### src/rtl/line_pkg.sv
// line_pkg: shared types and constants for the line animation sequencer
package line_pkg;
   localparam int XW = 10;
   localparam int YW = 9;
   localparam logic COLOR_WHITE = 1'b1;
   localparam logic COLOR_BLACK = 1'b0;
   typedef struct packed {
      logic [XW-1:0] x0;
      logic [YW-1:0] y0;
      logic [XW-1:0] x1;
      logic [YW-1:0] y1;
   } seg_t;
   typedef enum logic [2:0] {
      CLEAR_ISSUE,
      CLEAR_WAIT,
      IDLE,
      DRAW_ISSUE,
      DRAW_WAIT,
      DWELL,
      ERASE_ISSUE,
      ERASE_WAIT
   } seq_state_t;
endpackage

### src/rtl/line_anim_sequencer_dwell_timer.sv
// dwell_timer: counts enabled cycles and flags the last one of the dwell period
module dwell_timer #(
   parameter int unsigned DWELL_CYCLES = 25_000_000
) (
   input  logic clk,
   input  logic reset,
   input  logic clr,
   input  logic en,
   output logic tc
);
   localparam int unsigned CW = $clog2(DWELL_CYCLES + 1);
   localparam logic [CW-1:0] LAST = CW'(DWELL_CYCLES - 1);
   logic [CW-1:0] count_q, count_d;
   assign tc = en && count_q == LAST;
   // count only enabled cycles; restart on clear or terminal count so it never overflows
   always_comb count_d = (clr || tc) ? '0 : en ? count_q + CW'(1) : count_q;
   // counter register
   always_ff @(posedge clk or posedge reset) begin
      if (reset) count_q <= '0;
      else count_q <= count_d;
   end
endmodule

### src/rtl/line_anim_sequencer.sv
// line_anim_sequencer: steps a segment table through line_drawer with dwell, optional erase and screen clear
module line_anim_sequencer
   import line_pkg::*;
#(
   parameter int unsigned N_SEG        = 6,
   parameter int unsigned SCREEN_W     = 640,
   parameter int unsigned SCREEN_H     = 480,
   parameter int unsigned DWELL_CYCLES = 25_000_000,
   parameter bit          ERASE_PREV   = 1'b1
) (
   input  logic                     clk,
   input  logic                     reset,
   input  logic                     enable,
   input  logic                     clear_req,
   output logic [$clog2(N_SEG)-1:0] seg_idx,
   input  logic [XW-1:0]            seg_x0,
   input  logic [YW-1:0]            seg_y0,
   input  logic [XW-1:0]            seg_x1,
   input  logic [YW-1:0]            seg_y1,
   output logic                     ld_start,
   output logic [XW-1:0]            ld_x0,
   output logic [YW-1:0]            ld_y0,
   output logic [XW-1:0]            ld_x1,
   output logic [YW-1:0]            ld_y1,
   output logic                     ld_color,
   input  logic                     ld_done,
   output logic                     busy,
   output logic                     clearing
);
   localparam int unsigned IW = $clog2(N_SEG);
   localparam int unsigned COLW = SCREEN_W > 1 ? $clog2(SCREEN_W) : 1;
   localparam logic [IW-1:0] SEG_LAST = IW'(N_SEG - 1);
   localparam logic [COLW-1:0] COL_LAST = COLW'(SCREEN_W - 1);
   seq_state_t state_q, state_d;
   logic [COLW-1:0] col_q, col_d;
   logic [IW-1:0] seg_idx_q, seg_idx_d;
   logic prev_valid_q, prev_valid_d;
   logic ld_color_q, ld_color_d;
   logic ld_start_q, ld_start_d;
   seg_t prev_q, prev_d, ld_q, ld_d, seg_in, clear_line;
   logic dwell_tc;
   assign seg_in = '{x0: seg_x0, y0: seg_y0, x1: seg_x1, y1: seg_y1};
   assign clear_line = '{x0: XW'(col_q), y0: '0, x1: XW'(col_q), y1: YW'(SCREEN_H - 1)};
   assign seg_idx = seg_idx_q;
   assign ld_start = ld_start_q;
   assign ld_x0 = ld_q.x0;
   assign ld_y0 = ld_q.y0;
   assign ld_x1 = ld_q.x1;
   assign ld_y1 = ld_q.y1;
   assign ld_color = ld_color_q;
   assign busy = state_q != IDLE && state_q != DWELL;
   assign clearing = state_q == CLEAR_ISSUE || state_q == CLEAR_WAIT;
   dwell_timer #(.DWELL_CYCLES(DWELL_CYCLES)) u_dwell (
      .clk  (clk),
      .reset(reset),
      .clr  (clear_req || (state_q == DRAW_WAIT && ld_done)),
      .en   (state_q == DWELL && enable),
      .tc   (dwell_tc)
   );
   // sequencing: clear sweep, draw, dwell, erase; clear_req overrides everything including a pending done
   always_comb begin
      state_d = state_q;
      col_d = col_q;
      seg_idx_d = seg_idx_q;
      prev_valid_d = prev_valid_q;
      prev_d = prev_q;
      ld_d = ld_q;
      ld_color_d = ld_color_q;
      ld_start_d = 1'b0;
      if (clear_req) begin
         state_d = CLEAR_ISSUE;
         col_d = '0;
      end else begin
         case (state_q)
            CLEAR_ISSUE: begin
               ld_d = clear_line;
               ld_color_d = COLOR_BLACK;
               ld_start_d = 1'b1;
               state_d = CLEAR_WAIT;
            end
            CLEAR_WAIT: if (ld_done) begin
               col_d = col_q == COL_LAST ? '0 : col_q + COLW'(1);
               seg_idx_d = col_q == COL_LAST ? '0 : seg_idx_q;
               prev_valid_d = col_q == COL_LAST ? 1'b0 : prev_valid_q;
               state_d = col_q == COL_LAST ? IDLE : CLEAR_ISSUE;
            end
            IDLE: state_d = enable ? DRAW_ISSUE : IDLE;
            DRAW_ISSUE: begin
               ld_d = seg_in;
               prev_d = seg_in;
               ld_color_d = COLOR_WHITE;
               ld_start_d = 1'b1;
               state_d = DRAW_WAIT;
            end
            DRAW_WAIT: if (ld_done) begin
               prev_valid_d = 1'b1;
               state_d = DWELL;
            end
            DWELL: if (dwell_tc) begin
               seg_idx_d = seg_idx_q == SEG_LAST ? '0 : seg_idx_q + IW'(1);
               state_d = (ERASE_PREV && prev_valid_q) ? ERASE_ISSUE : DRAW_ISSUE;
            end
            ERASE_ISSUE: begin
               ld_d = prev_q;
               ld_color_d = COLOR_BLACK;
               ld_start_d = 1'b1;
               state_d = ERASE_WAIT;
            end
            ERASE_WAIT: state_d = ld_done ? DRAW_ISSUE : ERASE_WAIT;
            default: state_d = CLEAR_ISSUE;
         endcase
      end
   end
   // state and registered line_drawer outputs; reset starts a fresh screen clear
   always_ff @(posedge clk or posedge reset) begin
      if (reset) begin
         state_q <= CLEAR_ISSUE;
         col_q <= '0;
         seg_idx_q <= '0;
         prev_valid_q <= 1'b0;
         prev_q <= '0;
         ld_q <= '0;
         ld_color_q <= 1'b0;
         ld_start_q <= 1'b0;
      end else begin
         state_q <= state_d;
         col_q <= col_d;
         seg_idx_q <= seg_idx_d;
         prev_valid_q <= prev_valid_d;
         prev_q <= prev_d;
         ld_q <= ld_d;
         ld_color_q <= ld_color_d;
         ld_start_q <= ld_start_d;
      end
   end
endmodule
### config.mk
export PLATFORM = sky130hd
export DESIGN_NAME = line_anim_sequencer
export DESIGN_NICKNAME = d
export VERILOG_FILES = /design/src/rtl/line_pkg.sv /design/src/rtl/line_anim_sequencer_dwell_timer.sv /design/src/rtl/line_anim_sequencer.sv
export SDC_FILE = /design/constraint.sdc
export NUM_CORES = 1
export LEC_CHECK = 0
export CORE_UTILIZATION = 50
export DETAILED_ROUTE_END_ITERATION = 16
export GPL_TIMING_DRIVEN = 0
export PLACE_DENSITY = 0.75
export SKIP_LAST_GASP = 1
export SLEW_MARGIN = 20
export SYNTH_ARGS = -nofsm -noshare
export SYNTH_HDL_FRONTEND = slang
export SYNTH_SLANG_ARGS = --single-unit
export TNS_END_PERCENT = 30
### constraint.sdc
create_clock -name clk -period 10.1 [get_ports clk]
set_input_delay 2.02 -clock clk [delete_from_list [all_inputs] [get_ports clk]]
set_output_delay 2.02 -clock clk [all_outputs]
set_load 0.02 [all_outputs]
# Word level (Yosys, flattened, before mapping)
# Index checks and enable logic that the tools add are counted.
[totals]
register_bits = 120
in_bits = 43
[classes]
add_sub_neg = 3
eq_ne = 19
muxes = 28
n_bitwise = 1
n_reduce_logical = 24
[ops]
columns = ["cell", "n"]
rows = [
  ["$pmux 38 s3", 1],
  ["$mux 25", 2],
  ["$mux 10", 4],
  ["$mux 3", 10],
  ["$add 25x1->25 const B", 1],
  ["$eq 25x25->1 const B", 1],
  ["$pmux 3 s8", 1],
  ["$eq 3x3->1 const B", 5],
  ["$reduce_bool 2->1", 6],
  ["$add 10x1->10 const B", 1],
  ["$eq 10x10->1 const B", 1],
  ["$reduce_and 5->1", 2],
  ["$ne 3x3->1 const B", 3],
  ["$reduce_and 2->1", 4],
  ["$eq 3x2->1 const B", 2],
  ["$mux 1", 6],
  ["$ne 3x2->1 const B", 2],
  ["$pmux 3 s2", 1],
  ["$logic_and 1x1->1", 4],
  ["$ne 2x1->1 const B", 2],
  ["$ne 2x2->1 const B", 2],
  ["$pmux 1 s2", 2],
  ["$add 3x1->3 const B", 1],
  ["$eq 3x1->1 const B", 1],
  ["other kinds (8)", 10],
]

# Longest topological paths before layout
# Gate-level depths: netlist of run 1.
[depth]
word_depth = 6
depth_mapped = 7
depth_no_buf = 6

# By module
# A second synthesis of run 1 with hierarchy kept.
[hier_totals]
hier_cells = 490
hier_area_um2 = 5819.3
[modules_own_cells]
columns = ["mod", "instances", "cells_each", "area_each_um2"]
rows = [
  ["line_anim_sequencer", 1, 353, 4448.0],
  ["dwell_timer", 1, 137, 1371.3],
]

# Least setup slack after synthesis of run 1
# No wires, ideal clock.
[synth_timing]
path_kind = "input -> register"
start = "input port clear_req"
end = "register prev_q[0] (netlist name)"
setup_time_ns = 0.125
t_arrival_ns = 3.186
required_ns = 9.975
path_slack_ns = 6.789
cell_stages = 6
cell_sequence = "clkbuf_1 inv_1 and2_1 buf_2 buf_2 mux2_2"
[synth_via]
elab_chain_len = 2
[synth_rtl]
columns = ["item", "line", "rtl"]
rows = [
  ["start: declaration", "line_anim_sequencer.sv:14", "input logic clear_req,"],
  ["$not 1->1 (no line)", "--", ""],
  ["$reduce_and 2->1 (no line)", "--", ""],
  ["end signal: assignment", "line_anim_sequencer.sv:130", "prev_q <= prev_d;"],
  ["end: declaration", "line_anim_sequencer.sv:40", "seg_t prev_q, prev_d, ld_q, ld_d, seg_in, clear_line;"],
]
# Every way passes these cells.
# A chain may end at the register's enable or synchronous reset.

# Final worst setup path of run 1
[layout_timing]
start = "register state_q[2]"
end = "output port busy"
[layout_via]
elab_chain_len = 2
[layout_rtl]
columns = ["item", "line", "rtl"]
rows = [
  ["start: declaration", "line_anim_sequencer.sv:34", "seq_state_t state_q, state_d;"],
  ["start signal: assignment", "line_anim_sequencer.sv:126", "state_q <= state_d;"],
  ["$ne 3x2->1 or $ne 3x3->1 (tied branches)", "line_anim_sequencer.sv:51", "assign busy = state_q != IDLE && state_q != DWELL;"],
  ["$logic_and 1x1->1 *", "line_anim_sequencer.sv:51", ""],
  ["end: declaration", "line_anim_sequencer.sv:27", "output logic busy,"],
]
# Every way passes the cells marked *; elsewhere a longest branch is shown, timed or not.

==> results of run 1 <==
[worst max-delay path, delay by kind of cell, from the launching register on]
kind                   cells  cell delay [ns]
AND/OR/NAND/NOR            2             0.19
buffers and inverters      2             0.97
flip-flops                 1             0.45
[Yosys cell counts (11+ instances only)]
cell type / count / area, um^2
nor3_1: 11 / 55.1
buf_2: 12 / 60.1
xnor2_1: 20 / 175
dfrtp_1: 120 / 3000
nand3_1: 11 / 55.1
a21oi_1: 40 / 200
and2_1: 11 / 68.8
mux2_2: 39 / 439
a22oi_1: 18 / 135
nand2_1: 18 / 67.6
nor2_1: 79 / 297
a221oi_1: 22 / 193
[kinds of logic after synthesis]
kind of cell | synth area share [%]
xor gates and xnor gates | 4.57
AOI/OAI and AO/OA | 12.1
adders and majority gates | 0.435
and+or+nand+nor | 18.9
buffers and inverters | 4.12
muxes | 7.64
DFF | 52.3
[stage by stage]
step / hold WS [ns] / area [um^2] / instances / util, %
floorplan: 0.481 / 5750 / 531 / -
global placement: 0.489 / 6780 / 757 / 61.5
detailed placement: 0.496 / 6820 / 758 / 61.8
CTS: 0.509 / 7370 / 790 / 66.8
global route: 0.528 / 7370 / 790 / 66.8
finish: 0.506 / 7370 / 790 / 66.8
[metal layers]
metal / wire length, um / track usage, %
met5: 0 / 0
met4: 158 / 9.52
met3: 669 / 5.02
met2: 6860 / 39.8
met1: 5950 / 30.6
[layout make-up]
class                   instances  area [um^2]  share of cell area [%]
plain buffers                  36          199                    2.70
clock buffers                  19          453                    6.14
clock inverters                13          105                    1.43
inverters                      10         42.5                   0.577
multi-input cells             365         2510                    34.0
flip-flops and latches        120         3000                    40.7
well taps                     140          175                    2.38
repair buffers                 87          888                    12.0
[sequential cells by signal, summed over array words and instances (netlist names)]
| name | cells |
|---|---|
| prev_q | 38 |
| u_dwell.count_q | 25 |
| seg_idx | 3 |
| ld_y0 | 9 |
| col_q | 10 |
| ld_x1 | 10 |
| state_q | 3 |
| prev_valid_q | 1 |
| ld_start | 1 |
| ld_y1 | 9 |
| ld_x0 | 10 |
| ld_color | 1 |
[worst max path at each step]
stage / from / end / slack [ns] / cells past startpoint
2_1_floorplan: reset / col_q[0]$_DFFE_PP0P_ / 4.89 / 1
3_3_place_gp: reset / ld_y0[3]$_DFFE_PP0P_ / 3.27 / 2
3_5_place_dp: ld_done / seg_idx[0]$_DFFE_PP0P_ / 6.00 / 6
4_1_cts: state_q[2]$_DFFE_PP0P_ / busy / 6.06 / 4
5_1_grt: state_q[2]$_DFFE_PP0P_ / busy / 5.95 / 4
6_report: state_q[2]$_DFFE_PP0P_ / busy / 6.07 / 4
[where the power goes]
group / switching [mW] / internal (mW) / total (mW) / leakage [nW]
clock: 0.215 / 0.348 / 0.563 / 0.274
combinational: 0.0679 / 0.0608 / 0.129 / 1.29
sequential: 0.0151 / 0.506 / 0.521 / 1.57
==> results.toml, run 1 <==
[worst_setup_path]
r2r-end = "prev_q[27]$_DFFE_PP0P_"
worstPathCellList = "clkbuf_1 -> nor2_1 -> nor2_1 -> clkdlybuf4s50_1"
end_kind = "output pin"
startpoint_type = "register"
cp.arrival_ns = 2.01
cp.required_ns = 8.08
worstSetupPathType = "register to output pin"
worst_path_most_repeated_cell = "nor2_1"
cpMaxStageDelayCell = "clkdlybuf4s50_1"
rr_startpoint = "state_q[2]$_DFFE_PP0P_"
r2r_slack_ns = 7.94
worst-r2r-cell-count = 6
max_stage_delay_ns = 0.61
crit_fanout = 10

[global_route]
grt_pass1_vias = 4492
grt_first_pass_wirelength_mm = 21.7
antenna_found_initial = 0
grt.total_usage_pct = 24.0
grt_overflow_total = 0
grt_max_degree = 85

[clock_tree]
htree_levels = 4
cts.clk_slew.worst_paths_ns = 0.06
cts.sinks = 120
cts_buffers = 17
clock_latency_ns = 0.41
root_buffer = "clkbuf_16"
post_cts_buffers = 0
cts_resized = 0
cts_buffer_depth = 2
cts_hold_buffers = 0
cts_tree = "yes"

[finish]
drive_gt1_share_pct = 17.8
syn2layout_area_growth_pct = 28.3
insertedDiodeCount = 0
final_nets = 682
nFillCells = 853
final_cell_mix = "120 x dfrtp_1, 86 x clkdlybuf4s50_1, 79 x nor2_1, 40 x a21oi_1, 39 x mux2_2"
final_common_cell = "dfrtp_1"

[yosys]
async_flop_share_pct = 100
synthDistinctLibCells = 53
ys_warn_count = 0
synth_edf_count = 0
ys_seq_area_share_pct = 52.3
syn_area_um2 = 5750
syn_inst = 531
synth-seq-cells = 120
ys.flop_type = "dfrtp_1"
synth.avg_cell_area_um2 = 10.8
syn_nets = 576

[placed_design]
gp_congestion = 0.817
pre_cts_slack_ns = 6.00
hpwl_mm = 9.40
io_buffers = 86

[floorplan]
coreArea_um2 = 11000
start_util_pct = 52.1
dieArea_um2 = 11900
die-width_um = 109
die_h_um = 109
fp-row-count = 38
io_pins = 88

[route]
route.detailed.drc = 0
drt_iter0_drc = 242
wire_per_inst_um = 17.3
finalWirelength_mm = 13.6
first_pass_iters = 4
vias_per_cell = 5.73
ant_nets = 0
num_vias = 4530

[sta]
finalCritPeriodShare_pct = 39.9
period_needed_ns = 4.03
grt_setup_unrepaired = "false"
setup_viol = 0
drv_slew = 0
setup_ws_ns = 6.07
hold_viol = 0
tightest_slew_ns = 0.618
clock.fmax_ghz = 0.248
setup_tns_ns = 0
clock-skew-final_ns = 0.00484
maxSlewHeadroom_pct = 58.8

[hold_path]
whs_path_depth = 1
min-delay-start = "prev_q[5]$_DFFE_PP0P_"
holdPathEnd = "prev_q[5]$_DFFE_PP0P_"
min_path_type = "register to register"

[power]
ir_drop_mv = 0.104
finalPower_mw = 1.21
power_density_nw_per_um2 = 164
leakage_nw = 3.13

[run]
drv_cap = 0

[status]
outcome = "finished clean"
Power figures use the tool's default switching activity.
==> run 2: changes to the inputs <==
==> constraint.sdc (replaced) <==
create_clock -name clk -period 4.1 [get_ports clk]
set_input_delay 0.82 -clock clk [delete_from_list [all_inputs] [get_ports clk]]
set_output_delay 0.82 -clock clk [all_outputs]
set_load 0.02 [all_outputs]
==> results of run 2 <==
The final DEF is identical to that of run 1. Status: finished clean.
Among the figures that moved: setup slack after placement 6.00 ns -> 1.20 ns; setup slack after layout 6.07 ns -> 1.27 ns; register-to-register setup slack 7.94 ns -> 1.94 ns; total power 1.21 mW -> 2.99 mW; worst IR drop on VDD 0.104 mV -> 0.255 mV
==> run 3: changes to the inputs <==
--- a/config.mk
+++ b/config.mk
@@ -5,10 +5,10 @@
 export SDC_FILE = /design/constraint.sdc
 export NUM_CORES = 1
 export LEC_CHECK = 0
-export CORE_UTILIZATION = 50
+export CORE_UTILIZATION = 49
 export DETAILED_ROUTE_END_ITERATION = 16
 export GPL_TIMING_DRIVEN = 0
-export PLACE_DENSITY = 0.75
+export PLACE_DENSITY = 0.76
 export SKIP_LAST_GASP = 1
 export SLEW_MARGIN = 20
 export SYNTH_ARGS = -nofsm -noshare
==> constraint.sdc (replaced) <==
create_clock -name clk -period 2.5 [get_ports clk]
set_input_delay 0.5 -clock clk [delete_from_list [all_inputs] [get_ports clk]]
set_output_delay 0.5 -clock clk [all_outputs]
set_load 0.02 [all_outputs]
==> run 3 against run 2 <==
Net effect: combinational power up 68%; clock power up 98%; sequential share of layout area down 0.97 points; clock-buffer cell count down 2; die area up 2.0%; global-route usage up 0.42 points; sequential power up 65%; hold slack worse by 0.041 ns; setup slack worse by 1.1 ns; critical endpoint is now clearing.
==> results.toml, run 3 (synthesis results as in run 1) <==
[worst_setup_path]
worstSetupPathType = "register to output pin"
cp.required_ns = 2.00
startpoint_type = "register"
r2r_slack_ns = 0.38
cp.arrival_ns = 1.81
end_kind = "output pin"
crit_fanout = 10

[finish]
nFillCells = 851
largest_register_ffs = 38
regArea_um2 = 3000
syn2layout_area_growth_pct = 31.5
top_regs = "prev_q x38, u_dwell.count_q x25"
fin_util_pct = 66.2
final_nets = 685
insertedDiodeCount = 0
final_cell_mix = "119 x dfrtp_1, 85 x clkdlybuf4s50_1, 79 x nor2_1, 40 x a21oi_1, 39 x mux2_2"
final_common_cell = "dfrtp_1"
top_register = "prev_q"
multi_input_area_um2 = 2510
drive_gt1_share_pct = 18.5

[sta]
finalCritPeriodShare_pct = 92.5
drv_slew = 0
clock-skew-final_ns = 0.00784
period_needed_ns = 2.31
grt_setup_unrepaired = "false"
setup_tns_ns = 0
maxSlewHeadroom_pct = 64.8
setup_viol = 0
tightest_slew_ns = 0.526
hold_viol = 0
clock.fmax_ghz = 0.433

[clock_tree]
cts_tree = "yes"
cts_buffers = 17
htree_levels = 4
root_buffer = "clkbuf_16"
post_cts_buffers = 0
cts.clk_slew.worst_paths_ns = 0.06
cts_buffer_depth = 2
cts.sinks = 120
clock_latency_ns = 0.42

[route]
wire_per_inst_um = 17.4
wl_met1_mm = 5.67
ant_nets = 0
route.detailed.drc = 0
num_vias = 4554
vias_per_cell = 5.72
drt_iter0_drc = 306
finalWirelength_mm = 13.9
wl_met2_mm = 7.16
first_pass_iters = 5
highest_layer = "met4"
route.met3.wl_um = 827

[floorplan]
die_h_um = 110
dieArea_um2 = 12200
io_pins = 88
die-width_um = 110
fp-row-count = 39
start_util_pct = 50.3
coreArea_um2 = 11400

[power]
leakage_nw = 3.20
ir_drop_mv = 0.492
power_density_nw_per_um2 = 713
power.share.switching_pct = 24.0
clkPwrFrac_pct = 51.0
combPwrFrac_pct = 9.9
intPower_mw = 4.09
sequentialPowerShare_pct = 39.1
power_switching_mw = 1.29
finalPower_mw = 5.39

[global_route]
antenna_found_initial = 0
grt_pass1_vias = 4527
grt_max_degree = 35
grt_first_pass_wirelength_mm = 22.2
grt_overflow_total = 0
grt.total_usage_pct = 24.4

[placed_design]
gp_congestion = 0.823
hpwl_mm = 9.70
io_buffers = 86

[run]
drv_cap = 0

[hold_path]
min_path_type = "input port to async pin"

[status]
outcome = "finished clean"
## run 3: cell count changes in the layout (fill, tap and decap cells not counted), moves of 2 or more
cell	previous run	this run
clkinv_2	7	0
clkbuf_8	2	0
inv_8	0	2
inv_6	1	4
buf_12	0	2
bufinv_16	1	5
## run 3: power by group through the flow
stage | logic [mW] | clock network [mW] | registers [mW]
after floorplan | 0.166 | 0 | 2.21
after global placement | 0.498 | 0 | 2.13
after detailed placement | 0.531 | 0 | 2.14
after CTS | 0.537 | 2.78 | 2.10
after global routing | 0.578 | 2.86 | 2.12
final | 0.533 | 2.75 | 2.11
## run 3: cell type report
| type | count | area share (%) |
|---|---|---|
| buffer | 36 | 2.65 |
| clock buffer | 17 | 5.63 |
| clock inverter | 15 | 3.18 |
| inverter | 10 | 0.546 |
| multi-input combinational | 365 | 33.2 |
| sequential | 120 | 39.8 |
| tap | 143 | 2.37 |
| timing repair buffer | 90 | 12.7 |
## run 3: final timing paths
path	startpoint	endpoint	cells past startpoint
worst max-delay path	state_q[2]$_DFFE_PP0P_	clearing	3
worst min-delay path	reset	ld_y1[6]$_DFFE_PP0P_	2
worst max register to register	col_q[7]$_DFFE_PP0P_	seg_idx[0]$_DFFE_PP0P_	5
worst min register to register	prev_q[33]$_DFFE_PP0P_	prev_q[33]$_DFFE_PP0P_	1
max in group asynchronous	reset	ld_x1[1]$_DFFE_PP0P_	4
min in group clk	prev_q[33]$_DFFE_PP0P_	prev_q[33]$_DFFE_PP0P_	1
## run 3: critical path: stages, from the launching register on
cell and delay (ns):
dfrtp_1 0.44, clkbuf_2 0.21, nor2_1 0.13, clkdlybuf4s50_1 0.61
## run 3: layer usage
metal / track usage (%) / vias to the layer above
met1: 29.4 / 2263
met2: 42.4 / 155
met3: 6.06 / 16
met4: 8.65 / 0
met5: 0 / -
li1: - / 2120
## run 3: metrics by stage
stage	hold slack (ns)	worst slack [ns]	area, um^2	instances
6_report	0.464	0.189	7560	796
5_1_grt	0.486	0.0902	7560	796
4_1_cts	0.473	0.00528	7550	796
3_5_place_dp	0.494	-0.0774	6890	764
3_3_place_gp	0.488	-0.539	6790	760
2_1_floorplan	0.481	0.531	5750	531
## run 3: repair_timing
item	4_1_cts	5_1_grt
hold buffers	0	0
setup endpoints to repair	0	1
gates resized for setup	0	4
